## config.mk

```make
export PLATFORM = sky130hd
export DESIGN_NAME = load_unit
export DESIGN_NICKNAME = d
export VERILOG_FILES = /design/src/rtl/load_unit.sv
export SDC_FILE = /design/constraint.sdc
export NUM_CORES = 1
export LEC_CHECK = 0
export CAP_MARGIN = 20
export CORE_MARGIN = 10
export CORE_UTILIZATION = 30
export DETAILED_ROUTE_END_ITERATION = 7
export HOLD_SLACK_MARGIN = 0.1
export PLACE_DENSITY_LB_ADDON = 0.05
export SLEW_MARGIN = 20
export SYNTH_ARGS = -nofsm -noshare
export SYNTH_HDL_FRONTEND = slang
export SYNTH_SLANG_ARGS = --single-unit
```

## constraint.sdc

```tcl
create_clock -name clk -period 5.6 [get_ports clk]
set_input_delay 0.84 -clock clk [delete_from_list [all_inputs] [get_ports clk]]
set_output_delay 0.84 -clock clk [all_outputs]
set_load 0.05 [all_outputs]
```

## src/rtl/load_unit.sv

```systemverilog
// load_unit: multi-cycle load-word execution unit.
// Reads a base register, adds the sign-extended offset, reads data memory and
// writes the loaded word back to the register file.
//
// state  | meaning
// -------+-------------------------------------------------------------
// IDLE   | waiting for start; operands latched on acceptance
// RDBASE | base register on rf_raddr, effective address formed/checked
// REQ    | mem_req held with stable mem_addr until mem_ack or timeout
// WB     | single-cycle register write of the loaded word, done pulse
module load_unit #(
  parameter int DATA_W      = 32,
  parameter int ADDR_W      = 32,
  parameter int REG_ADDR_W  = 5,
  parameter int MEM_TIMEOUT = 15
) (
  input  logic                  clk,
  input  logic                  reset,
  input  logic                  start,
  input  logic [15:0]           offset,
  input  logic [REG_ADDR_W-1:0] base_reg,
  input  logic [REG_ADDR_W-1:0] dest_reg,
  output logic [REG_ADDR_W-1:0] rf_raddr,
  input  logic [DATA_W-1:0]     rf_rdata,
  output logic                  mem_req,
  output logic [ADDR_W-1:0]     mem_addr,
  input  logic                  mem_ack,
  input  logic [DATA_W-1:0]     mem_rdata,
  output logic                  rf_we,
  output logic [REG_ADDR_W-1:0] rf_waddr,
  output logic [DATA_W-1:0]     rf_wdata,
  output logic                  busy,
  output logic                  done,
  output logic                  err
);

  localparam int CNT_W = $clog2(MEM_TIMEOUT + 1);
  localparam logic [CNT_W-1:0] TIMEOUT_CNT = CNT_W'(MEM_TIMEOUT);

  typedef enum logic [1:0] {
    S_IDLE   = 2'd0,
    S_RDBASE = 2'd1,
    S_REQ    = 2'd2,
    S_WB     = 2'd3
  } state_t;

  state_t                state_q, state_d;
  logic [15:0]           offset_q, offset_d;
  logic [REG_ADDR_W-1:0] base_q, base_d;
  logic [REG_ADDR_W-1:0] dest_q, dest_d;
  logic [ADDR_W-1:0]     ea_q, ea_d;
  logic [DATA_W-1:0]     data_q, data_d;
  logic [CNT_W-1:0]      cnt_q, cnt_d;
  logic                  err_q, err_d;
  logic                  tout_q, tout_d;

  logic [ADDR_W-1:0]     ea_calc;
  logic [CNT_W-1:0]      cnt_inc;
  logic                  misaligned;

  // Effective address from the base register and sign-extended immediate.
  always_comb begin
    ea_calc    = ADDR_W'(rf_rdata) + {{(ADDR_W-16){offset_q[15]}}, offset_q};
    misaligned = (state_q == S_RDBASE) && (ea_calc[1:0] != 2'b00);
    cnt_inc    = cnt_q + CNT_W'(1);
  end

  // State register and datapath flops, synchronous active-low reset.
  always_ff @(posedge clk) begin
    if (!reset) begin
      state_q  <= S_IDLE;
      offset_q <= '0;
      base_q   <= '0;
      dest_q   <= '0;
      ea_q     <= '0;
      data_q   <= '0;
      cnt_q    <= '0;
      err_q    <= 1'b0;
      tout_q   <= 1'b0;
    end else begin
      state_q  <= state_d;
      offset_q <= offset_d;
      base_q   <= base_d;
      dest_q   <= dest_d;
      ea_q     <= ea_d;
      data_q   <= data_d;
      cnt_q    <= cnt_d;
      err_q    <= err_d;
      tout_q   <= tout_d;
    end
  end

  // Next-state and datapath update logic.
  always_comb begin
    state_d  = state_q;
    offset_d = offset_q;
    base_d   = base_q;
    dest_d   = dest_q;
    ea_d     = ea_q;
    data_d   = data_q;
    cnt_d    = cnt_q;
    err_d    = err_q;
    tout_d   = 1'b0;
    case (state_q)
      S_IDLE: begin
        if (start) begin
          offset_d = offset;
          base_d   = base_reg;
          dest_d   = dest_reg;
          err_d    = 1'b0;
          cnt_d    = '0;
          state_d  = S_RDBASE;
        end
      end
      S_RDBASE: begin
        if (misaligned) begin
          err_d   = 1'b1;
          state_d = S_IDLE;
        end else begin
          ea_d    = ea_calc;
          cnt_d   = '0;
          state_d = S_REQ;
        end
      end
      S_REQ: begin
        if (mem_ack) begin
          data_d  = mem_rdata;
          state_d = S_WB;
        end else if (cnt_inc == TIMEOUT_CNT) begin
          // Abort: the done/err pulse is raised in the following IDLE cycle.
          cnt_d   = '0;
          err_d   = 1'b1;
          tout_d  = 1'b1;
          state_d = S_IDLE;
        end else begin
          cnt_d = cnt_inc;
        end
      end
      S_WB: begin
        state_d = S_IDLE;
      end
      default: begin
        state_d = S_IDLE;
      end
    endcase
  end

  // Output decode from registered state; a misaligned address is flagged
  // in the RDBASE cycle itself so done/err appear one cycle after start.
  always_comb begin
    rf_raddr = '0;
    mem_req  = 1'b0;
    mem_addr = '0;
    rf_we    = 1'b0;
    rf_waddr = '0;
    rf_wdata = '0;
    busy     = (state_q != S_IDLE);
    done     = tout_q;
    err      = err_q;
    case (state_q)
      S_RDBASE: begin
        rf_raddr = base_q;
        if (misaligned) begin
          done = 1'b1;
          err  = 1'b1;
        end
      end
      S_REQ: begin
        mem_req  = 1'b1;
        mem_addr = ea_q;
      end
      S_WB: begin
        rf_we    = (dest_q != '0);
        rf_waddr = dest_q;
        rf_wdata = data_q;
        done     = 1'b1;
      end
      default: begin
      end
    endcase
  end

endmodule

```

==> flow_results.org <==
** Detailed routing
- The first routing iteration left 413 violations.
- Total number of vias :: 5950
- In this run the remaining antenna-violating nets after routing total 0.
- Final Routed Wirelength :: 20250 um
- In the final routed layout, each cell accounts on average for 16.80 um.
- Detailed-route DRC error count :: 0
- Drt first pass iters :: 4
- Vias per cell :: approximately 4.9

** Critical path
- At the worst endpoint, the arrival time is 3.24 ns.
- Traced cell by cell, the critical path runs through clkdlybuf4s50_1 > ha_1 > fa_1 > o21ai_0 > nand2b_1 > clkdlybuf4s50_1.
- Worst reg2reg path startpoint :: offset_q[15]$_SDFFE_PN0P_
- The worst setup path is launched from a primary input.
- Reg2Reg Capture Point :: ea_q[30]$_SDFFE_PN0P_
- Setup slack of the most critical reg-to-reg path :: around 2.6 ns
- The worst setup path is of the primary input to primary output kind.
- Cell family with the largest share of critical-path delay :: buffers and inverters
- Capturing element type of the critical path :: primary output
- WP data required :: 4.76 ns
- Measured in cells, the most critical reg-to-reg path has a length of 8.
- Critical Path Fanout Max :: 3
- The slowest stage of the critical path is the sky130_fd_sc_hd__clkdlybuf4s50_1 cell.
- The largest single stage delay on the critical path is 0.73 ns.
- Critical path buffers and inverters :: 2
- Top cell by count, worst path :: sky130_fd_sc_hd__clkdlybuf4s50_1

** STA
- Min Tclk post-route :: 4.075 ns
- Finish-stage setup viols :: 0
- Setup repair after global routing left no endpoint under its margin.
- Of the available clock period, the critical path in the final layout requires 0.7277.
- The number of slew-limit violations in the final report came to 0.
- Slew at the pin closest to its max-slew limit :: about 1 ns
- The number of hold-slack violations in the final timing report came to 0.
- Based on the critical path, the design can be clocked at up to about 0.25 GHz.
- Measured against its own limit, the worst slew margin works out to 0.3421.
- Post-route clock skew :: 0.01034 ns
- Setup TNS :: 0 ns

** Clock tree
- Clock-pin slew of the registers on the worst-case setup and hold paths :: 0.07 ns
- The number of gates resized after CTS was 0.
- TritonCTS clock tree :: built
- Number of buffers between clock root and the deepest sink :: 2
- In this run, CTS created clock tree buffers numbering 9.
- Hold buffer count at cts :: 0
- CTS built an H-tree with a depth of 3.
- Clock sink count :: 98
- The tree is rooted in a sky130_fd_sc_hd__clkbuf_16.
- At the later pin of the worst-skew pair, clock insertion delay measures 0.36 ns.
- In this run the post-CTS setup repair buffer count came out at 0.

** Final layout
- Across the whole layout, storage elements account for 1962 um^2.
- Area of the multi-input gates :: 3761 um^2
- Fraction of final layout cells with drive strength greater than 1 :: 0.03830
- The layout has 2031 filler cells.
- Relative to the synthesized area, the layout overhead comes to 38.23%.
- ANT cells :: 0
- After the last flow step, the layout net total stands at 1068.
- For this run, the share of the core covered by cells in the final layout is 0.4219.

** Global route
- Wire length of the first global-routing pass :: 32410 um
- Total GRT Usage :: 0.1526
- Antenna violations before repair :: 0
- Pin count of the biggest net entering global routing :: 47
- GRT overflow :: 0
- Via count of the first global-routing pass :: 5856

** Floorplanning
- Total I/O pin count :: 173
- Core area :: roughly 19000 um^2
- The die covers around 26000 um^2.
- For this configuration, the core starts out at a cell density of 0.3052.
- Die Ht :: approximately 160 um
- Standard-cell row count :: ~50
- Die outline width :: 160.7 um

** Synth
- Syn Area/Cell :: between 7 and 8 um^2
- Number of storage elements in the synthesis netlist :: 98
- The cell area that synthesis handed to floorplanning was 5939 um^2.
- Most used DFF post-synth :: sky130_fd_sc_hd__dfxtp_1
- Cell with the most instances after synthesis :: sky130_fd_sc_hd__nand2_1
- Of the post-synthesis cell area, the dominant cell type holds 0.3303.
- The synthesized design contains 0 enable-type register cells.
- Counting flops with an async set or reset pin after synthesis yields a share of 0.
- Synthesis produced 789 cells.
- Cell taking the most area after synthesis :: sky130_fd_sc_hd__dfxtp_1
- Post-synthesis sequential area ratio :: 0.3303
- After synthesis, the netlist uses between 60 and 70 different library cells.
- The number of nets handed over by synthesis was slightly above 900.
- By area the synthesized netlist is led by sky130_fd_sc_hd__dfxtp_1, sky130_fd_sc_hd__nand2_1, sky130_fd_sc_hd__and2_1, sky130_fd_sc_hd__a21oi_1, sky130_fd_sc_hd__ha_1.
- Yosys printed 0 warnings.
- Ranked by instance count, the synthesized netlist is headed by sky130_fd_sc_hd__nand2_1, sky130_fd_sc_hd__a21oi_1, sky130_fd_sc_hd__dfxtp_1, sky130_fd_sc_hd__and2_1, sky130_fd_sc_hd__ha_1.

** Hold path
- The worst hold path terminates at base_q[1]$_SDFFE_PN0P_.
- Path category of the worst min-delay check :: flop to flop
- Start point of the worst hold path :: base_q[1]$_SDFFE_PN0P_
- The worst hold path passes through 2 cells.

** Placed design
- The count of buffers added on input and output ports is about 170.
- Summed over all nets, the half-perimeter wirelength after detailed placement is 14640 um.
- The congestion estimate from routability-driven global placement came to 0.8133.

** Pwr
- Across the VDD grid, the largest voltage drop is around 0.14 mV.
- Total power per unit cell area :: 222.4 nW/um^2
- Leakage :: 3.104 nW

** Status
- The flow ran to the end, and the final reports show no timing, DRC or antenna violations.

** Flow run
- The tool flagged a number of max-cap violations equal to 0.
## worst min-delay path, stage by stage (launching register included)
cell                      delay [ns]
sky130_fd_sc_hd__dfxtp_1        0.31
sky130_fd_sc_hd__nand2_1        0.05
sky130_fd_sc_hd__a21oi_1        0.05
## cell usage in the layout (no fill, tap or decap), types with 3 or more instances in the layout
cell type                         count
sky130_fd_sc_hd__clkdlybuf4s50_1    172
sky130_fd_sc_hd__nand2_1            162
sky130_fd_sc_hd__a21oi_1            102
sky130_fd_sc_hd__dfxtp_1             98
sky130_fd_sc_hd__and2_1              81
sky130_fd_sc_hd__ha_1                38
sky130_fd_sc_hd__nand3_1             30
sky130_fd_sc_hd__nor2_1              28
sky130_fd_sc_hd__o21ai_0             15
sky130_fd_sc_hd__a21o_1              15
sky130_fd_sc_hd__nor3_1              15
sky130_fd_sc_hd__nand4_1             13
sky130_fd_sc_hd__and3_1              12
sky130_fd_sc_hd__o21a_1              11
sky130_fd_sc_hd__o211ai_1            10
sky130_fd_sc_hd__inv_1                9
sky130_fd_sc_hd__nor2b_1              9
sky130_fd_sc_hd__or3_1                9
sky130_fd_sc_hd__clkbuf_16            9
sky130_fd_sc_hd__buf_4                9
sky130_fd_sc_hd__o21bai_1             6
sky130_fd_sc_hd__a211oi_1             6
sky130_fd_sc_hd__a31oi_1              5
sky130_fd_sc_hd__xnor2_1              5
sky130_fd_sc_hd__o21ai_1              4
sky130_fd_sc_hd__o22ai_1              4
sky130_fd_sc_hd__nand3b_1             4
sky130_fd_sc_hd__nand2b_1             3
sky130_fd_sc_hd__a21oi_2              3
sky130_fd_sc_hd__a211o_1              3
sky130_fd_sc_hd__nand4b_1             3
sky130_fd_sc_hd__o311ai_0             3
## final cells by class
cell class                 count  share of cell area
timing repair buffer         181              0.2179
clock buffer                  11             0.02956
inverter                      10            0.004572
tap                          265             0.04038
multi-input combinational    635              0.4581
clock inverter                 5             0.01052
sequential                    98              0.2390
## through the flow
stage	instance area [um^2]	hold slack (ns)	setup slack, ns	power (mW)	cells
6_report	8210	0.4493	1.525	1.826	1205
5_1_grt	8210	0.4676	1.418	1.922	1205
4_1_cts	8209	0.4531	1.518	1.849	1205
3_5_place_dp	7880	0.4418	1.515	1.143	1189
3_3_place_gp	7880	0.4366	1.534	1.144	1189
2_1_floorplan	5939	0.4273	2.676	0.9925	789
## power by group
part           switching (mW)  total, mW  internal, mW
registers              0.0190      0.744         0.725
clock network           0.292      0.700         0.408
logic                   0.218      0.383         0.165
## worst max-delay path by stage
stage                 from  end  slack, ns  cells after the start
6_report       rf_rdata[0]  err       1.52                      6
5_1_grt        rf_rdata[0]  err       1.42                      6
4_1_cts        rf_rdata[0]  err       1.52                      6
3_5_place_dp   rf_rdata[0]  err       1.51                      6
3_3_place_gp   rf_rdata[0]  err       1.53                      6
2_1_floorplan  rf_rdata[0]  err       2.68                      4
## flip-flops by register name, indices dropped and copies added, names as in the netlist
| name | flops |
|---|---|
| state_q | 2 |
| err_q | 1 |
| ea_q | 32 |
| cnt_q | 4 |
| tout_q | 1 |
| base_q | 5 |
| data_q | 32 |
| offset_q | 16 |
| dest_q | 5 |
## logic make-up (layout without fill, tap and decap cells)
family / after synthesis / after routing / synth area share
simple gates: 376 / 376 / 0.3107
xor+xnor: 7 / 7 / 0.01032
compound gates: 211 / 211 / 0.2252
mux: 2 / 2 / 0.003371
buf+inv: 56 / 207 / 0.03665
flops: 98 / 98 / 0.3303
fa+ha+maj: 39 / 39 / 0.08342
## layer usage
layer / global-route usage / share of wire / vias up
li1: - / - / 3059
met1: 0.2081 / 0.49 / 2737
met2: 0.2391 / 0.45 / 137
met3: 0.03502 / 0.052 / 17
met4: 0.03433 / 0.010 / 0
met5: 0 / 0 / -
No activity file was read; power rests on OpenSTA's default activity.
